## src/rtl/acc_pkg.sv

```systemverilog
// Shared definitions for the hash accelerator bus master: state encoding,
// control-register address, control words and block/digest word counts.
// Optional feature macro: ACC_MASTER_CLR_EN (adds the CLR state).
package acc_pkg;

  typedef enum logic [2:0] {
    S_IDLE,
`ifdef ACC_MASTER_CLR_EN
    S_CLR,
`endif
    S_LOAD,
    S_START,
    S_WAIT,
    S_READ,
    S_ACK,
    S_DONE
  } state_t;

  localparam logic [4:0]  ACC_CTRL_ADDR  = 5'd16;
  localparam logic [31:0] ACC_START_WORD = 32'hffff_ffff;
  localparam logic [31:0] ACC_CLR_WORD   = 32'hff00_00ff;
  localparam logic [31:0] ACC_ACK_WORD   = 32'h0f0f_0f0f;
  localparam int          ACC_LOAD_WORDS = 16;
  localparam int          ACC_READ_WORDS = 8;

endpackage

```

## src/rtl/acc_master.sv

```systemverilog
// Avalon-MM master that feeds one 512-bit block to a hash accelerator,
// waits a fixed time, reads back the 256-bit digest and acknowledges it.
// Optional feature macro: ACC_MASTER_CLR_EN -- every job starts with a
// clear write so an accelerator left mid-job is brought back to a known state.
//
// state  | meaning
// -------+-------------------------------------------------------------
// IDLE   | job_ready high, waiting for a block
// CLR    | clear word on the bus (only with ACC_MASTER_CLR_EN)
// LOAD   | block words 0..15 written to addresses 0..15
// START  | start word on the bus
// WAIT   | bus idle while the accelerator hashes (down-counter)
// READ   | digest reads 0..7, held here until word 7 is captured
// ACK    | acknowledge word on the bus
// DONE   | res_valid high until the consumer takes the digest
module acc_master
  import acc_pkg::*;
#(
  parameter int HASH_WAIT = 80
) (
  input  logic         clk,
  input  logic         reset_n,
  input  logic         job_valid,
  output logic         job_ready,
  input  logic [511:0] job_block,
  output logic         res_valid,
  input  logic         res_ready,
  output logic [255:0] res_hash,
  output logic         busy,
  output logic [4:0]   avm_address,
  output logic         avm_chipselect,
  output logic         avm_write,
  output logic         avm_read,
  output logic [31:0]  avm_writedata,
  input  logic [31:0]  avm_readdata
);

  localparam logic [3:0] LOAD_LAST = 4'(ACC_LOAD_WORDS - 1);
  localparam logic [3:0] READ_LAST = 4'(ACC_READ_WORDS - 1);
  localparam logic [2:0] CAP_LAST  = 3'(ACC_READ_WORDS - 1);
  localparam logic [9:0] WAIT_INIT = 10'(HASH_WAIT - 1);

  state_t       state;
  logic [511:0] blk;
  logic [3:0]   idx;
  logic [3:0]   idx_inc;
  logic [9:0]   wait_cnt;
  // read pipeline tag: a read issued last cycle returns data this cycle
  logic         rd_q;
  logic [2:0]   rd_word_q;

  assign idx_inc = idx + 4'd1;

  // Sequencer: state, bus strobes, digest capture and handshakes, all registered
  always_ff @(posedge clk or negedge reset_n) begin
    if (!reset_n) begin
      state          <= S_IDLE;
      blk            <= '0;
      idx            <= '0;
      wait_cnt       <= '0;
      rd_q           <= 1'b0;
      rd_word_q      <= '0;
      job_ready      <= 1'b0;
      res_valid      <= 1'b0;
      res_hash       <= '0;
      busy           <= 1'b0;
      avm_address    <= '0;
      avm_chipselect <= 1'b0;
      avm_write      <= 1'b0;
      avm_read       <= 1'b0;
      avm_writedata  <= '0;
    end else begin
      avm_address    <= '0;
      avm_chipselect <= 1'b0;
      avm_write      <= 1'b0;
      avm_read       <= 1'b0;
      avm_writedata  <= '0;
      rd_q           <= avm_read;
      rd_word_q      <= avm_address[2:0];
      if (rd_q) res_hash[{rd_word_q, 5'b0} +: 32] <= avm_readdata;

      case (state)
        S_IDLE: begin
          if (job_valid && job_ready) begin
            blk            <= job_block;
            job_ready      <= 1'b0;
            busy           <= 1'b1;
            avm_chipselect <= 1'b1;
            avm_write      <= 1'b1;
`ifdef ACC_MASTER_CLR_EN
            state          <= S_CLR;
            avm_address    <= ACC_CTRL_ADDR;
            avm_writedata  <= ACC_CLR_WORD;
`else
            // word 0 goes out straight from the input; blk is not loaded yet
            state          <= S_LOAD;
            idx            <= '0;
            avm_writedata  <= job_block[31:0];
`endif
          end else begin
            job_ready <= 1'b1;
          end
        end
`ifdef ACC_MASTER_CLR_EN
        S_CLR: begin
          state          <= S_LOAD;
          idx            <= '0;
          avm_chipselect <= 1'b1;
          avm_write      <= 1'b1;
          avm_writedata  <= blk[31:0];
        end
`endif
        S_LOAD: begin
          avm_chipselect <= 1'b1;
          avm_write      <= 1'b1;
          if (idx == LOAD_LAST) begin
            state         <= S_START;
            avm_address   <= ACC_CTRL_ADDR;
            avm_writedata <= ACC_START_WORD;
          end else begin
            idx           <= idx_inc;
            avm_address   <= {1'b0, idx_inc};
            avm_writedata <= blk[{idx_inc, 5'b0} +: 32];
          end
        end
        S_START: begin
          state    <= S_WAIT;
          wait_cnt <= WAIT_INIT;
        end
        S_WAIT: begin
          if (wait_cnt == 10'd0) begin
            state          <= S_READ;
            idx            <= '0;
            avm_chipselect <= 1'b1;
            avm_read       <= 1'b1;
          end else begin
            wait_cnt <= wait_cnt - 10'd1;
          end
        end
        S_READ: begin
          if (idx != READ_LAST) begin
            idx            <= idx_inc;
            avm_chipselect <= 1'b1;
            avm_read       <= 1'b1;
            avm_address    <= {1'b0, idx_inc};
          end
          // the ack goes out on the same edge that captures the last word
          if (rd_q && rd_word_q == CAP_LAST) begin
            state          <= S_ACK;
            avm_chipselect <= 1'b1;
            avm_write      <= 1'b1;
            avm_address    <= ACC_CTRL_ADDR;
            avm_writedata  <= ACC_ACK_WORD;
          end
        end
        S_ACK: begin
          state     <= S_DONE;
          res_valid <= 1'b1;
        end
        S_DONE: begin
          if (res_ready) begin
            state     <= S_IDLE;
            res_valid <= 1'b0;
            busy      <= 1'b0;
          end
        end
        default: state <= S_IDLE;
      endcase
    end
  end

endmodule

```

## config.mk

```make
export PLATFORM = sky130hd
export DESIGN_NAME = acc_master
export DESIGN_NICKNAME = d
export VERILOG_FILES = /design/src/rtl/acc_pkg.sv /design/src/rtl/acc_master.sv
export SDC_FILE = /design/constraint.sdc
export NUM_CORES = 2
export LEC_CHECK = 0
export ABC_CLOCK_PERIOD_IN_PS = 4800
export BUFFER_PORTS_ARGS = -buffer_cell sky130_fd_sc_hd__buf_2
export CAP_MARGIN = 20
export CORE_AREA = 2 2 332 334
export DETAILED_ROUTE_END_ITERATION = 6
export DIE_AREA = 0 0 334 336
export SETUP_SLACK_MARGIN = 0.1
export SYNTH_ARGS = -nofsm -noshare
export SYNTH_HDL_FRONTEND = slang
export SYNTH_SLANG_ARGS = --single-unit
export TNS_END_PERCENT = 30
```

## constraint.sdc

```tcl
create_clock -name clk -period 4.8 [get_ports clk]
set_input_delay 0.24 -clock clk [delete_from_list [all_inputs] [get_ports clk]]
set_output_delay 0.24 -clock clk [all_outputs]
set_load 0.01 [all_outputs]
```

==> flow_metrics.py <==
metrics = {
    "outcome": {
        "run_status": "finished clean",
    },
    "grt": {
        "grt_usage_pct": 22.7,
        "overflow": 0,
        "grt_pass1_wl_um": 188000,
        "grt_max_degree": 130,
        "antenna_found_initial": 54,
        "grt_pass1_vias": 28000,
    },
    "clock_tree": {
        "clock_latency_ps": 690,
        "cts_made_buffers": 94,
        "clk_pin_slew_ps": 60,
        "clkSinkCount": 832,
        "ctsLongestPathBuffers": 3,
        "cts_setup_buffers": 0,
        "cts_max_level": 3,
        "cts_tree": "yes",
        "cts_root_buf": "clkbuf_16",
    },
    "logic_synthesis": {
        "ys_seq_elements": 832,
        "ys_async_sr_fraction_pct": 100,
        "synth_edf_count": 0,
        "avgSynthCellArea_um2": 15.0,
        "syn_area_um2": 35700,
        "syn_nets": 2937,
        "yosysUniqueCellTypes": 56,
        "synth_ff_type": "dfrtp_1",
        "synthCells": 2383,
        "ys_seq_area_share_pct": 58.4,
        "yosysWarnings": 0,
    },
    "timing": {
        "hold_viol": 0,
        "slew_headroom_pct": 29.0,
        "final_max_slew_viol_count": 0,
        "max_freq_mhz": 296,
        "tns_ps": 0,
        "setup_viol": 0,
        "min_period_over_period_pct": 70.5,
        "timing_worst_slew_pin_value_ps": 1060,
        "finClkSkew_ps": 49.4,
        "min_period_ps": 3380,
        "rsz0062_at_grt": "no",
    },
    "critical_path": {
        "cpLargestDelayFamily": "adder cells",
        "cp.arrival_ps": 3930,
        "cpMaxStageDelayCell": "ha_4",
        "max_stage_delay_ps": 820,
        "critPathLaunchType": "register",
        "path_cells": "ha_4, buf_12, buf_12, mux4_2, mux2i_1, nor3_1, a2111o_1",
        "critical_path_class": "reg -> reg",
        "critPathBufInv": 2,
        "cp_max_fo": 47,
        "cp.required_ps": 5350,
        "path_common_cell": "buf_12",
        "endpoint_kind": "register",
    },
    "routing": {
        "drc": 0,
        "post_drt_wl_per_cell_um": 24.5,
        "drt-vias-per-instance": 4.93,
        "drt_first_pass_iters": 5,
        "vias": 25971,
        "drtAntennaViolNets": 0,
        "drtIter0Drc": 1479,
        "drt_wl_total_um": 129000,
    },
    "final_layout": {
        "final_util_pct": 46.4,
        "ff_latch_area_um2": 20800,
        "areaGrowthSynthToFinish_pct": 41.1,
        "drive_gt1_share_pct": 48.3,
        "nNetsFinal": 4317,
        "mostFrequentLayoutCells": "buf_2, dfrtp_1, mux2_2",
        "final_common_cell": "buf_2",
        "multiInputGateArea_um2": 14000,
        "fillers": 9572,
        "final_area_um2": 50300,
    },
    "die": {
        "rows": 121,
        "die_x_um": 334,
        "io_pins": 847,
        "coreArea_um2": 108000,
        "dieArea_um2": 112000,
        "start_util_pct": 32.9,
        "fp.dieH_um": 336,
    },
    "power_and_ir_drop": {
        "ir_drop_uv": 371,
        "p_total_mw": 30.5,
        "power_density_nw_per_um2": 605,
        "total_leakage_power_nw": 22.7,
    },
    "placement": {
        "hpwlAfterDp_um": 92300,
        "io_buffers": 846,
        "place_area_um2": 41600,
        "gp_congestion": 0.808,
    },
    "worst_hold_path": {
        "hold_path.class": "in -> reg",
    },
    "run": {
        "drv_cap": 0,
    },
}
per-layer routing:
metal / up-vias / wire length [um] / global-route usage [%]
li1: 11576 / - / -
met1: 13145 / 48800 / 26.0
met2: 941 / 65000 / 39.7
met3: 263 / 10200 / 6.90
met4: 46 / 4800 / 8.77
met5: - / 292 / 0
kinds of logic (layout without fill, tap and decap cells):
group | after synthesis | count (layout) | synth area share, %
buffers and inverters | 196 | 1646 | 2.58
adders and majority gates | 6 | 6 | 0.210
DFF | 832 | 832 | 58.4
AOI/OAI and AO/OA | 163 | 163 | 3.34
xor gates and xnor gates | 4 | 4 | 0.0982
muxes | 869 | 869 | 31.2
other | 0 | 25 | 0
and+or+nand+nor | 313 | 313 | 4.18
area by class of cell:
type | instances | area share, %
sequential | 832 | 41.4
clock inverter | 35 | 0.907
timing repair buffer | 1452 | 20.6
inverter | 28 | 0.209
antenna | 25 | 0.124
multi-input combinational | 1355 | 27.9
clock buffer | 131 | 5.33
tap | 1414 | 3.51
synthesized netlist by cell type, types with 2 or more instances:
cell type	number	area, um^2
buf_1	9	33.8
a2111o_1	32	360
nand2b_1	6	37.5
nor2_1	37	139
xor2_1	3	26.3
or2_2	2	12.5
ha_1	6	75.1
nand4_1	3	18.8
a41o_1	2	20.0
nor2b_1	2	12.5
nor4_4	2	42.5
and2_1	2	12.5
nor3b_1	2	15.0
inv_1	27	101
or3_1	2	12.5
o21ai_0	64	320
nand2_1	122	458
buf_2	84	420
nand3b_1	5	37.5
nand3_1	44	220
mux2_1	28	315
mux4_2	128	2880
dfrtp_1	832	20800
nor3_1	71	355
o31ai_1	38	285
buf_4	3	22.5
mux2_2	646	7270
nor3_2	2	20.0
buf_6	9	101
a21oi_1	15	75.1
mux2i_1	67	671
or4_1	2	15.0
clkbuf_1	63	236
flip-flops by register name, indices dropped and copies added (netlist names):
signal          flops
avm_chipselect      1
avm_writedata      32
wait_cnt           10
rd_q                1
state               3
idx                 4
blk               512
busy                1
job_ready           1
avm_address         5
rd_word_q           3
res_valid           1
avm_write           1
res_hash          256
avm_read            1
worst reg2reg max path, delay by kind of cell (launching register included):
kind / cells / cell delay [ps]
AOI/OAI and AO/OA: 1 / 400
adders and majority gates: 1 / 820
and+or+nand+nor: 1 / 90
DFF: 1 / 610
buffers and inverters: 2 / 730
muxes: 2 / 610
final timing paths:
path                                      start           endpoint  slack [ps]  depth (start not counted)
worst max register to register           idx[0]  avm_writedata[27]        1420                          7
max in group asynchronous               reset_n           blk[315]        3110                          4
worst min-delay path            avm_readdata[3]      res_hash[131]          70                          3
worst min register to register   avm_address[2]       rd_word_q[2]         380                          0
min in group asynchronous               reset_n           blk[265]         200                          2
worst max-delay path                     idx[0]  avm_writedata[27]        1420                          7
report_power, final:
group | switching [mW] | internal [mW] | leakage [nW]
registers | 1.82 | 9.99 | 9.89
logic | 5.35 | 5.93 | 11.3
clock network | 3.11 | 4.26 | 1.55
total | 10.3 | 20.2 | 22.7
per-stage QoR:
| step | setup WS (ps) | hold WS, ps | instances |
|---|---|---|---|
| after CTS | 1290 | 6.82 | 5245 |
| after detailed placement | 1320 | 370 | 4533 |
| final | 1420 | 67.5 | 5272 |
| after global placement | 1360 | 370 | 4533 |
| after floorplan | 2260 | -55.6 | 2383 |
| after global routing | 1260 | 43.7 | 5270 |
timing repair:
item                      in CTS  in global routing
hold endpoints to repair     816                  0
gates resized for setup        0                  0
hold buffers                 546                  0
Note: power is estimated with default switching activity, not from simulation.
